===== src/rtl/uart_bus_pkg.sv =====
// Shared definitions for the UART bus bridge: register map, bit positions
// and the TX state encoding.
package uart_bus_pkg;

  localparam logic [1:0] REG_DATA    = 2'd0;
  localparam logic [1:0] REG_STATUS  = 2'd1;
  localparam logic [1:0] REG_CTRL    = 2'd2;
  localparam logic [1:0] REG_RXCOUNT = 2'd3;

  localparam int STAT_RXAVAIL = 0;
  localparam int STAT_TXRDY   = 1;
  localparam int STAT_RXOVR   = 2;
  localparam int STAT_TXIDLE  = 3;
  localparam int STAT_TXDROP  = 4;
  localparam int STAT_IRQ     = 7;

  localparam int CTRL_RXIE  = 0;
  localparam int CTRL_TXIE  = 1;
  localparam int CTRL_FLUSH = 7;

  typedef enum logic [1:0] {
    TX_IDLE      = 2'd0,
    TX_START     = 2'd1,
    TX_WAIT_ACK  = 2'd2,
    TX_WAIT_DONE = 2'd3
  } tx_state_t;

endpackage


===== src/rtl/uart_bus_bridge_if.sv =====
// 6502-side register bus plus UART-core handshake, as seen by the bridge.
// UART TX handshake: the bridge raises uart_tx_start for one clk with
// uart_tx_data valid; the core answers with uart_tx_busy high for the whole
// byte, and the bridge never starts another byte while busy is high.
interface uart_bus_bridge_if;
  logic       cpu_en;
  logic       cpu_cs;
  logic       cpu_we;
  logic [1:0] cpu_addr;
  logic [7:0] cpu_wdata;
  logic [7:0] cpu_rdata;
  logic       cpu_irq;
  logic [7:0] uart_rx_data;
  logic       uart_rx_ready;
  logic [7:0] uart_tx_data;
  logic       uart_tx_start;
  logic       uart_tx_busy;

  modport slave (
    input  cpu_en, cpu_cs, cpu_we, cpu_addr, cpu_wdata,
    input  uart_rx_data, uart_rx_ready, uart_tx_busy,
    output cpu_rdata, cpu_irq, uart_tx_data, uart_tx_start
  );

  modport master (
    output cpu_en, cpu_cs, cpu_we, cpu_addr, cpu_wdata,
    output uart_rx_data, uart_rx_ready, uart_tx_busy,
    input  cpu_rdata, cpu_irq, uart_tx_data, uart_tx_start
  );
endinterface


===== src/rtl/sync_fifo.sv =====
// Show-ahead synchronous FIFO; push and pop in the same clk both succeed even
// when full. Flush overrides any same-clk push or pop.
module sync_fifo #(
  parameter int WIDTH = 8,
  parameter int DEPTH = 16
) (
  input  logic                       clk,
  input  logic                       reset_n,
  input  logic                       push,
  input  logic                       pop,
  input  logic                       flush,
  input  logic [WIDTH-1:0]           din,
  output logic [WIDTH-1:0]           dout,
  output logic                       full,
  output logic                       empty,
  output logic [$clog2(DEPTH):0]     count
);
  localparam int AW = $clog2(DEPTH);

  logic [WIDTH-1:0] mem [DEPTH];
  logic [AW-1:0]    wr_ptr;
  logic [AW-1:0]    rd_ptr;
  logic             do_push;
  logic             do_pop;

  assign empty   = (count == '0);
  assign full    = (count == (AW+1)'(DEPTH));
  assign do_pop  = pop & ~empty & ~flush;
  assign do_push = push & (~full | do_pop) & ~flush;
  assign dout    = mem[rd_ptr];

  always_ff @(posedge clk) begin
    if (do_push) mem[wr_ptr] <= din;
  end

  // DEPTH is a power of two, so the pointers wrap naturally.
  always_ff @(posedge clk or negedge reset_n) begin
    if (!reset_n) begin
      wr_ptr <= '0;
      rd_ptr <= '0;
      count  <= '0;
    end else if (flush) begin
      wr_ptr <= '0;
      rd_ptr <= '0;
      count  <= '0;
    end else begin
      if (do_push) wr_ptr <= wr_ptr + 1'b1;
      if (do_pop)  rd_ptr <= rd_ptr + 1'b1;
      case ({do_push, do_pop})
        2'b10:   count <= count + 1'b1;
        2'b01:   count <= count - 1'b1;
        default: count <= count;
      endcase
    end
  end
endmodule


===== src/rtl/uart_bus_bridge.sv =====
// CPU register front end for the UART core: RX/TX FIFOs, status/control
// registers, level IRQ and the tx_start/tx_busy sequencer.
module uart_bus_bridge
  import uart_bus_pkg::*;
#(
  parameter int RX_DEPTH = 16,
  parameter int TX_DEPTH = 16
) (
  input  logic                     clk,
  input  logic                     reset_n,
  uart_bus_bridge_if.slave         bus,
  output tx_state_t                tx_state_dbg,
  output logic [$clog2(TX_DEPTH):0] tx_level_dbg
);
  localparam int RX_CW = $clog2(RX_DEPTH) + 1;

  logic             acc, rd, wr;
  logic             rd_data, status_rd, data_wr, flush;
  logic             rx_pop, rx_full, rx_empty;
  logic [7:0]       rx_head;
  logic [RX_CW-1:0] rx_count;
  logic [8:0]       rx_count_w;
  logic [7:0]       rx_count_sat;
  logic             tx_pop, tx_full, tx_empty;
  logic [7:0]       tx_head;
  logic             launch, tx_idle;
  logic             rxie, txie, rxovr, txdrop;
  logic [7:0]       status, rd_mux;
  tx_state_t        tx_state;

  assign acc       = bus.cpu_en & bus.cpu_cs;
  assign rd        = acc & ~bus.cpu_we;
  assign wr        = acc & bus.cpu_we;
  assign rd_data   = rd & (bus.cpu_addr == REG_DATA);
  assign status_rd = rd & (bus.cpu_addr == REG_STATUS);
  assign data_wr   = wr & (bus.cpu_addr == REG_DATA);
  assign flush     = wr & (bus.cpu_addr == REG_CTRL) & bus.cpu_wdata[CTRL_FLUSH];

  assign rx_pop = rd_data & ~rx_empty;

  sync_fifo #(.WIDTH(8), .DEPTH(RX_DEPTH)) u_rx_fifo (
    .clk     (clk),
    .reset_n (reset_n),
    .push    (bus.uart_rx_ready),
    .pop     (rx_pop),
    .flush   (flush),
    .din     (bus.uart_rx_data),
    .dout    (rx_head),
    .full    (rx_full),
    .empty   (rx_empty),
    .count   (rx_count)
  );

  sync_fifo #(.WIDTH(8), .DEPTH(TX_DEPTH)) u_tx_fifo (
    .clk     (clk),
    .reset_n (reset_n),
    .push    (data_wr),
    .pop     (tx_pop),
    .flush   (flush),
    .din     (bus.cpu_wdata),
    .dout    (tx_head),
    .full    (tx_full),
    .empty   (tx_empty),
    .count   (tx_level_dbg)
  );

  // A new byte may launch from idle, or straight out of WAIT_DONE so that
  // back-to-back bytes start one clk after busy falls.
  assign launch  = ~tx_empty & ~bus.uart_tx_busy & ~flush &
                   ((tx_state == TX_IDLE) | (tx_state == TX_WAIT_DONE));
  assign tx_pop  = launch;
  assign tx_idle = tx_empty & (tx_state == TX_IDLE) & ~bus.uart_tx_busy;

  assign rx_count_w   = 9'(rx_count);
  assign rx_count_sat = rx_count_w[8] ? 8'hFF : rx_count_w[7:0];

  always_comb begin
    status               = 8'h00;
    status[STAT_RXAVAIL] = ~rx_empty;
    status[STAT_TXRDY]   = ~tx_full;
    status[STAT_RXOVR]   = rxovr;
    status[STAT_TXIDLE]  = tx_idle;
    status[STAT_TXDROP]  = txdrop;
    status[STAT_IRQ]     = bus.cpu_irq;
    case (bus.cpu_addr)
      REG_DATA:   rd_mux = rx_empty ? 8'h00 : rx_head;
      REG_STATUS: rd_mux = status;
      REG_CTRL:   rd_mux = {6'b0, txie, rxie};
      default:    rd_mux = rx_count_sat;
    endcase
  end

  always_ff @(posedge clk or negedge reset_n) begin
    if (!reset_n) begin
      bus.cpu_rdata <= 8'h00;
      bus.cpu_irq   <= 1'b0;
      rxie          <= 1'b0;
      txie          <= 1'b0;
      rxovr         <= 1'b0;
      txdrop        <= 1'b0;
    end else begin
      if (rd) bus.cpu_rdata <= rd_mux;
      if (wr && bus.cpu_addr == REG_CTRL) begin
        rxie <= bus.cpu_wdata[CTRL_RXIE];
        txie <= bus.cpu_wdata[CTRL_TXIE];
      end
      // Sticky flags: flush clears, a set event beats a STATUS-read clear.
      if (flush)                                       rxovr <= 1'b0;
      else if (bus.uart_rx_ready && rx_full && !rx_pop) rxovr <= 1'b1;
      else if (status_rd)                              rxovr <= 1'b0;
      if (flush)                                       txdrop <= 1'b0;
      else if (data_wr && tx_full && !tx_pop)          txdrop <= 1'b1;
      else if (status_rd)                              txdrop <= 1'b0;
      bus.cpu_irq <= (rxie & ~rx_empty) |
                     (txie & tx_empty & (tx_state == TX_IDLE));
    end
  end

  always_ff @(posedge clk or negedge reset_n) begin
    if (!reset_n) begin
      tx_state          <= TX_IDLE;
      bus.uart_tx_start <= 1'b0;
      bus.uart_tx_data  <= 8'h00;
    end else begin
      bus.uart_tx_start <= launch;
      if (launch) bus.uart_tx_data <= tx_head;
      case (tx_state)
        TX_IDLE:      if (launch) tx_state <= TX_START;
        TX_START:     tx_state <= TX_WAIT_ACK;
        TX_WAIT_ACK:  if (bus.uart_tx_busy) tx_state <= TX_WAIT_DONE;
        TX_WAIT_DONE: if (!bus.uart_tx_busy) tx_state <= launch ? TX_START : TX_IDLE;
        default:      tx_state <= TX_IDLE;
      endcase
    end
  end

  assign tx_state_dbg = tx_state;
endmodule

===== src/flat_wrapper.sv =====
// flat-port wrapper written by rule: the top's interface ports become plain ports
module uart_bus_bridge_flat import uart_bus_pkg::*;
#(
  parameter int RX_DEPTH = 16,
  parameter int TX_DEPTH = 16
)
  (clk, reset_n, tx_state_dbg, tx_level_dbg, bus_cpu_en, bus_cpu_cs, bus_cpu_we, bus_cpu_addr, bus_cpu_wdata, bus_uart_rx_data, bus_uart_rx_ready, bus_uart_tx_busy, bus_cpu_rdata, bus_cpu_irq, bus_uart_tx_data, bus_uart_tx_start);
  uart_bus_bridge_if bus_i ();
  input  logic clk;
  input  logic reset_n;
  output tx_state_t tx_state_dbg;
  output logic [$clog2(TX_DEPTH):0] tx_level_dbg;
  input wire logic [$bits(bus_i.cpu_en)-1:0] bus_cpu_en;
  input wire logic [$bits(bus_i.cpu_cs)-1:0] bus_cpu_cs;
  input wire logic [$bits(bus_i.cpu_we)-1:0] bus_cpu_we;
  input wire logic [$bits(bus_i.cpu_addr)-1:0] bus_cpu_addr;
  input wire logic [$bits(bus_i.cpu_wdata)-1:0] bus_cpu_wdata;
  input wire logic [$bits(bus_i.uart_rx_data)-1:0] bus_uart_rx_data;
  input wire logic [$bits(bus_i.uart_rx_ready)-1:0] bus_uart_rx_ready;
  input wire logic [$bits(bus_i.uart_tx_busy)-1:0] bus_uart_tx_busy;
  output wire logic [$bits(bus_i.cpu_rdata)-1:0] bus_cpu_rdata;
  output wire logic [$bits(bus_i.cpu_irq)-1:0] bus_cpu_irq;
  output wire logic [$bits(bus_i.uart_tx_data)-1:0] bus_uart_tx_data;
  output wire logic [$bits(bus_i.uart_tx_start)-1:0] bus_uart_tx_start;
  assign bus_i.cpu_en = bus_cpu_en;
  assign bus_i.cpu_cs = bus_cpu_cs;
  assign bus_i.cpu_we = bus_cpu_we;
  assign bus_i.cpu_addr = bus_cpu_addr;
  assign bus_i.cpu_wdata = bus_cpu_wdata;
  assign bus_i.uart_rx_data = bus_uart_rx_data;
  assign bus_i.uart_rx_ready = bus_uart_rx_ready;
  assign bus_i.uart_tx_busy = bus_uart_tx_busy;
  assign bus_cpu_rdata = bus_i.cpu_rdata;
  assign bus_cpu_irq = bus_i.cpu_irq;
  assign bus_uart_tx_data = bus_i.uart_tx_data;
  assign bus_uart_tx_start = bus_i.uart_tx_start;
  uart_bus_bridge #(.RX_DEPTH(RX_DEPTH), .TX_DEPTH(TX_DEPTH)) u_core (.clk(clk), .reset_n(reset_n), .bus(bus_i), .tx_state_dbg(tx_state_dbg), .tx_level_dbg(tx_level_dbg));
endmodule

===== config.mk =====
export PLATFORM = sky130hd
export DESIGN_NAME = uart_bus_bridge_flat
export DESIGN_NICKNAME = d
export VERILOG_FILES = /design/src/rtl/uart_bus_pkg.sv /design/src/rtl/uart_bus_bridge_if.sv /design/src/rtl/sync_fifo.sv /design/src/rtl/uart_bus_bridge.sv /design/src/flat_wrapper.sv
export SDC_FILE = /design/constraint.sdc
export NUM_CORES = 1
export LEC_CHECK = 0
export CELL_PAD_IN_SITES_DETAIL_PLACEMENT = 0
export CELL_PAD_IN_SITES_GLOBAL_PLACEMENT = 1
export CORE_UTILIZATION = 49
export CTS_BUF_LIST = sky130_fd_sc_hd__clkbuf_2
export DETAILED_ROUTE_END_ITERATION = 16
export HOLD_SLACK_MARGIN = 0.12
export PLACE_DENSITY_LB_ADDON = 0.1
export RECOVER_POWER = 100
export SLEW_MARGIN = 0
export SYNTH_ARGS = -nofsm -noshare
export SYNTH_HDL_FRONTEND = slang
export SYNTH_HIERARCHICAL = 1
export SYNTH_SLANG_ARGS = --single-unit

===== constraint.sdc =====
create_clock -name clk -period 3.24 [get_ports clk]
set_input_delay 0.972 -clock clk [delete_from_list [all_inputs] [get_ports clk]]
set_output_delay 0.972 -clock clk [all_outputs]
set_load 0.02 [all_outputs]

==> results of run 1 <==
-- flip-flops by register name (all words and copies together) (netlist names), 2 cells and up --
signal	cells
u_core/tx_state_dbg	2
u_core/u_tx_fifo/wr_ptr	4
u_core/bus.cpu_rdata	8
u_core/u_tx_fifo/rd_ptr	4
u_core/u_rx_fifo/rd_ptr	4
u_core/u_rx_fifo/wr_ptr	4
u_core/u_rx_fifo/count	5
u_core/u_tx_fifo/mem	128
u_core/u_rx_fifo/mem	128
u_core/u_tx_fifo/count	5
u_core/bus.uart_tx_data	8
-- layout by cell type, fill, tap and decap left out, types with 4 or more instances in the layout --
cell type	n
edfxtp_1	256
clkbuf_2	130
xnor2_1	4
xor2_1	14
mux2_2	18
a2bb2oi_1	4
nand2_1	46
buf_4	41
inv_1	17
clkdlybuf4s50_1	7
nand3_1	5
nor2_1	74
clkinv_1	26
mux2_1	15
dlygate4sd3_1	41
o21ai_0	44
clkbuf_1	6
dfrtp_2	4
ha_1	18
a221oi_1	17
dfrtp_1	46
mux4_2	32
and2_1	5
nand2b_1	4
a22oi_1	19
a21oi_1	26
mux2i_1	52
-- layout make-up --
class	instances	area, um^2
tap	335	419
clock buffer	101	505
inverter	19	81.3
timing repair buffer	128	1010
antenna	1	2.50
fill	2124	10900
sequential	306	8940
multi-input combinational	456	3840
clock inverter	37	239
-- power breakdown --
group	internal [W]	switching (W)	total, W
sequential	0.00470	0.000411	0.00511
combinational	0.00186	0.00203	0.00389
clock	0.00111	0.00153	0.00264
-- stage by stage --
stage               worst slack [ns]  util, %  power, W  hold slack, ns
finish                         0.136     57.9    0.0116           0.487
global route                 0.00793     57.9    0.0124           0.524
CTS                            0.107     58.5    0.0120           0.165
detailed placement            -0.491     55.7   0.00932           0.470
global placement              -0.435     55.7   0.00918           0.467
floorplan                     -0.134        -   0.00795           0.479
-- worst max path at each step --
stage	startpoint	endpoint	slack, ns
finish	u_core/tx_state_dbg[0]$_DFFE_PN0P_	u_core/u_tx_fifo/count[3]$_DFFE_PN0P_	0.14
global route	u_core/u_tx_fifo/count[3]$_DFFE_PN0P_	u_core/u_tx_fifo/count[4]$_DFFE_PN0P_	0.008
CTS	u_core/u_tx_fifo/count[2]$_DFFE_PN0P_	u_core/u_tx_fifo/count[4]$_DFFE_PN0P_	0.11
detailed placement	bus_uart_tx_busy	u_core/u_tx_fifo/count[4]$_DFFE_PN0P_	-0.49
global placement	bus_uart_tx_busy	u_core/u_tx_fifo/count[4]$_DFFE_PN0P_	-0.44
floorplan	bus_uart_tx_busy	u_core/u_tx_fifo/count[4]$_DFFE_PN0P_	-0.13
-- layer usage --
layer | global-route usage (%) | wire, um | up-vias
met5 | 0 | 0 | -
met3 | 4.67 | 1370 | 63
met1 | 26.1 | 11400 | 3756
li1 | - | - | 3558
met4 | 9.63 | 762 | 0
met2 | 36.2 | 14000 | 212
-- cells by family after synthesis --
logic type,after synthesis,synth area share [%]
compound gates,136,7.20
xor+xnor,18,1.22
fa+ha+maj,22,2.24
buf+inv,55,1.82
flops,306,68.9
mux,119,12.8
simple gates,161,5.76
-- repair_timing --
item                                    in CTS  in global routing
resized for setup                            0                  2
buffers inserted                             0                  0
endpoints found under the setup margin       0                  1
==> flow_metrics.tcl, run 1 <==
set metrics [dict create \
    fin_cells 1383 \
    rrSetupSlack_ns 0.14 \
    max_freq_mhz 322 \
    synth_top_cell_by_area "edfxtp_1" \
    syn_avg_cell_area_um2 15.9 \
    wl_per_cell_um 19.9 \
    outcome "finished, final reports clean" \
    cts_max_level 3 \
    placed_area_um2 14500 \
    crit_path_end_kind "register" \
    tightest_slew_ns 1.38 \
    antenna_found_initial 1 \
    ir_worst_vdd_mv 0.591 \
    initial_core_util_pct 49.9 \
    area_growth_pct 16.0 \
    grt_overflow 0 \
    final_antenna_net_count 0 \
    fin_area_um2 15000 \
    hold_start "u_core/bus.cpu_rdata[1]$_DFFE_PN0N_" \
    grt_pass1_wl_um 42900 \
    placed_cells 1244 \
    crit_cells 14 \
    hpwl_um 18600 \
    gp_congestion 0.805 \
    fin_worst_skew_ns 0.0978 \
    critical-path-top-delay-family "simple AND/OR/NAND/NOR gates" \
    layout-drive-gt1-share_pct 25.7 \
    r2r-start "u_core/tx_state_dbg[0]$_DFFE_PN0P_" \
    ctsHoldBuffers 0 \
    cts_tree "done" \
    post-synth-top-count-cell "edfxtp_1" \
    cp.arrival_ns 3.83 \
    cp_slowest_cell "or3_4" \
    leakagePower_nw 5.57 \
    clkSlewWorstSetupHoldPaths_ns 0.10 \
    finalSetupTns_ns 0 \
    die_h_um 165 \
    drtIter0Drc 475 \
    grt_max_degree 51 \
    synth_ff_type "edfxtp_1" \
    cp_num_buf_inv 3 \
    yosysSeqAreaShare_pct 68.9 \
    grt.total_usage_pct 21.3 \
    hold_path_depth 1 \
    synth.distinct_cells 54 \
    portBuffers 49 \
    synth_common_cells "256 x edfxtp_1, 74 x nor2_1, 52 x mux2i_1" \
    grt_pass1_vias 7924 \
    cp_max_fo 3 \
    cp-start-kind "register" \
    num_vias 7589 \
    synth_top_area_share_pct 59.3 \
    synth-edff-count 256 \
    die_x_um 165 \
    synth_area_leaders "edfxtp_1 59%, dfrtp_1 9.6%, mux4_2 5.6%" \
    cts-buffers-inserted 77 \
    drt-total-wl_um 27500 \
    fin_crit_sh_pct 95.8 \
    max_slew_margin_pct 8.15 \
    ff2ff_path_depth 14 \
    path_cells "inv_1 > ha_1 > or3_4 > a31o_4 > inv_8 > o21ai_2 > or3_4 > inv_1 > ha_4 > a21o_1 > a21oi_2 > xor2_1 > nor2_1 > mux2_4" \
    critPathMaxStageDelay_ns 0.41 \
    synth_fp_nets 864 \
    drv_slew 0 \
    remaining_drc_errors 0 \
    ys_ff_latch 306 \
    crit_type "register to register" \
    power_density_nw_per_um2 774 \
    maxCapViolCount 0 \
    yosysWarnings 6 \
    drt_pre_antenna_iters 5 \
    final-setup-viol-count 0 \
    clock_sinks 306 \
    min_period_ns 3.10 \
    syn_area_um2 13000 \
    dieArea_um2 27100 \
    rsz0062_at_grt "no" \
    coreArea_um2 26000 \
    clockBufferDepth 3 \
    r2r_end "u_core/u_tx_fifo/count[3]$_DFFE_PN0P_" \
    holdPathEnd "u_core/bus.cpu_rdata[1]$_DFFE_PN0N_" \
    cp.required_ns 3.97 \
    hold_violations 0 \
    io-pin-count 50 \
    placementRows 59 \
    fin_nets 1035 \
    async_flop_share_pct 16.3 \
    root_buffer "clkbuf_2" \
    syn_inst 817 \
    clock_latency_ns 0.85 \
    hold_class "register to register" \
    vias_per_cell 5.49 \
]
Power figures use the tool's default switching activity.
==> run 2: changes to the inputs <==
CORE_UTILIZATION = 58   (was 49)
clock period = 3.8 ns   (was 3.24 ns; I/O delays follow)
==> flow_metrics.tcl, run 2 (synthesized netlist as in run 1, its figures left out) <==
set metrics [dict create \
    outcome "finished, final reports clean" \
    cts_tree "done" \
    critPathMaxStageDelay_ns 0.57 \
    root_buffer "clkbuf_2" \
    clkSlewWorstSetupHoldPaths_ns 0.10 \
    cp_num_buf_inv 4 \
    layout-drive-gt1-share_pct 24.1 \
    grt.total_usage_pct 25.6 \
    wl_per_cell_um 21.2 \
    nFillCells 1613 \
    fin_worst_skew_ns 0.0534 \
    hold_class "register to register" \
    die_h_um 152 \
    power_density_nw_per_um2 660 \
    remaining_drc_errors 0 \
    path_cells "dlygate4sd3_1 > clkbuf_1 > nor4_1 > clkbuf_1 > nand2b_1 > a31oi_1 > nand2_1 > nor2_1 > clkbuf_2" \
    rsz0062_at_grt "no" \
    max_freq_mhz 272 \
    drtIter0Drc 501 \
    placementRows 54 \
    crit_path_end_kind "register" \
    combPwrFrac_pct 31.5 \
    final_antenna_net_count 0 \
    num_vias 7624 \
    tightest_slew_ns 1.47 \
    leakagePower_nw 5.55 \
    area_growth_pct 14.2 \
    final_cell_mix "256 x edfxtp_1, 128 x clkbuf_2, 74 x nor2_1" \
    hold_start "u_core/bus.cpu_rdata[1]$_DFFE_PN0N_" \
    ff2ff_path_depth 14 \
    critical-path-top-delay-family "buffers and inverters" \
    hold_violations 0 \
    ir_worst_vdd_mv 0.374 \
    fin_nets 1031 \
    clock_sinks 306 \
    worst_slack_ns 0.118 \
    crit_type "input pin to register" \
    final-setup-viol-count 0 \
    antenna_found_initial 1 \
    die_x_um 152 \
    initial_core_util_pct 59.2 \
    drv_slew 0 \
    finalPower_w 0.00978 \
    holdPathEnd "u_core/bus.cpu_rdata[1]$_DFFE_PN0N_" \
    dpl_worst_slack_ns -0.247 \
    top_regs "u_core/u_rx_fifo/mem: 128 flops, u_core/u_tx_fifo/mem: 128 flops" \
    p_sw_w 0.00331 \
    post_cts_buffers 0 \
    p_int_w 0.00647 \
    clock_latency_ns 0.83 \
    cts-buffers-inserted 76 \
    cp-startpoint "bus_cpu_addr[0]" \
    r2r_end "u_core/u_tx_fifo/count[3]$_DFFE_PN0P_" \
    grt_overflow 0 \
    pwr-share-seq_pct 45.5 \
    ctsHoldBuffers 0 \
    cts_resized 0 \
    cp_slowest_cell "dlygate4sd3_1" \
    cp.required_ns 4.26 \
    io-pin-count 50 \
    grt_pass1_vias 8030 \
    cp.arrival_ns 4.14 \
    cts_max_level 3 \
    final_util_pct 67.7 \
    gp_congestion 0.831 \
    coreArea_um2 21900 \
    cp-start-kind "input pin" \
    clkPwrFrac_pct 23.0 \
    cp_max_fo 13 \
    hold_path_depth 1 \
    max_slew_margin_pct 1.98 \
    multiInputGateArea_um2 3710 \
    maxCapViolCount 0 \
    layout_commonest_cell "edfxtp_1" \
    clockBufferDepth 3 \
    vias_per_cell 5.76 \
    rrSetupSlack_ns 0.36 \
    grt_max_degree 31 \
    r2r-start "u_core/u_tx_fifo/count[0]$_DFFE_PN0P_" \
    hpwl_um 19500 \
    drt-total-wl_um 28000 \
    portBuffers 49 \
    min_period_ns 3.68 \
    drt_pre_antenna_iters 5 \
    p_sw_share_pct 33.9 \
    fin_crit_sh_pct 96.9 \
    dieArea_um2 23000 \
    grt_pass1_wl_um 42500 \
    crit_top_cell "clkbuf_1" \
    regArea_um2 8940 \
]
==> run 2: changes by cell type in the layout (fill, tap and decap cells not counted), moves of 3 or more <==
cell,previous run,this run
clkbuf_1,6,12
buf_4,41,49
clkinv_1,26,15
clkbuf_4,1,4
==> run 2: stage by stage <==
stage	TNS [ns]	cells	area (um^2)	hold WS [ns]
after floorplan	0	817	13000	0.479
after global placement	-0.353	1186	14200	0.463
after detailed placement	-0.750	1186	14200	0.471
after CTS	0	1323	15000	0.272
after global routing	0	1324	14800	0.529
final	0	1324	14800	0.486
==> run 2: power by group through the flow <==
| stage | Clock [W] | Sequential, W | Combinational (W) |
|---|---|---|---|
| floorplan | 0 | 0.00440 | 0.00221 |
| global placement | 0 | 0.00452 | 0.00317 |
| detailed placement | 0 | 0.00455 | 0.00326 |
| CTS | 0.00232 | 0.00447 | 0.00328 |
| global route | 0.00249 | 0.00451 | 0.00334 |
| finish | 0.00225 | 0.00445 | 0.00308 |
==> run 2: worst register-to-register path, cell delays in order, from the launching register on <==
cell and delay (ns):
dfrtp_1 0.51, or4_1 0.26, nor2_1 0.11, or3_4 0.40, a31o_2 0.23, inv_1 0.06, o21ai_0 0.10, or3_1 0.38
inv_1 0.13, ha_1 0.24, a21o_1 0.18, a21oi_1 0.18, xor2_1 0.16, nor2_1 0.05, mux2_1 0.30
==> run 2: how the worst max path moves through the flow <==
| stage | end | slack, ns | depth (start not counted) |
|---|---|---|---|
| detailed placement | u_core/u_tx_fifo/count[3]$_DFFE_PN0P_ | -0.25 | 13 |
| CTS | u_core/u_tx_fifo/count[3]$_DFFE_PN0P_ | 0.40 | 14 |
| finish | u_core/u_rx_fifo/mem[0][7]$_DFFE_PP_ | 0.12 | 9 |
| global placement | u_core/u_tx_fifo/count[3]$_DFFE_PN0P_ | -0.20 | 13 |
| global route | u_core/u_rx_fifo/mem[11][3]$_DFFE_PP_ | 0.10 | 9 |
| floorplan | u_core/u_tx_fifo/count[4]$_DFFE_PN0P_ | 0.05 | 12 |
==> run 2: layout make-up <==
cell class / count / share of cell area, %
tap: 280 / 2.36
inverter: 19 / 0.481
sequential: 306 / 60.4
multi-input combinational: 456 / 25.0
timing repair buffer: 125 / 6.74
clock inverter: 20 / 1.06
clock buffer: 117 / 3.95
antenna: 1 / 0.0169
==> run 2: metal layers <==
| layer | wire (um) | GRT usage, % |
|---|---|---|
| met3 | 1200 | 4.52 |
| met5 | 0 | 0 |
| met1 | 10800 | 29.0 |
| met2 | 14800 | 46.1 |
| met4 | 1140 | 13.6 |
==> run 3: changes to the inputs <==
GPL_ROUTABILITY_DRIVEN = 0   (was unset)
==> results of run 3 <==
The final DEF is identical to that of run 2; final timing and power are the same.
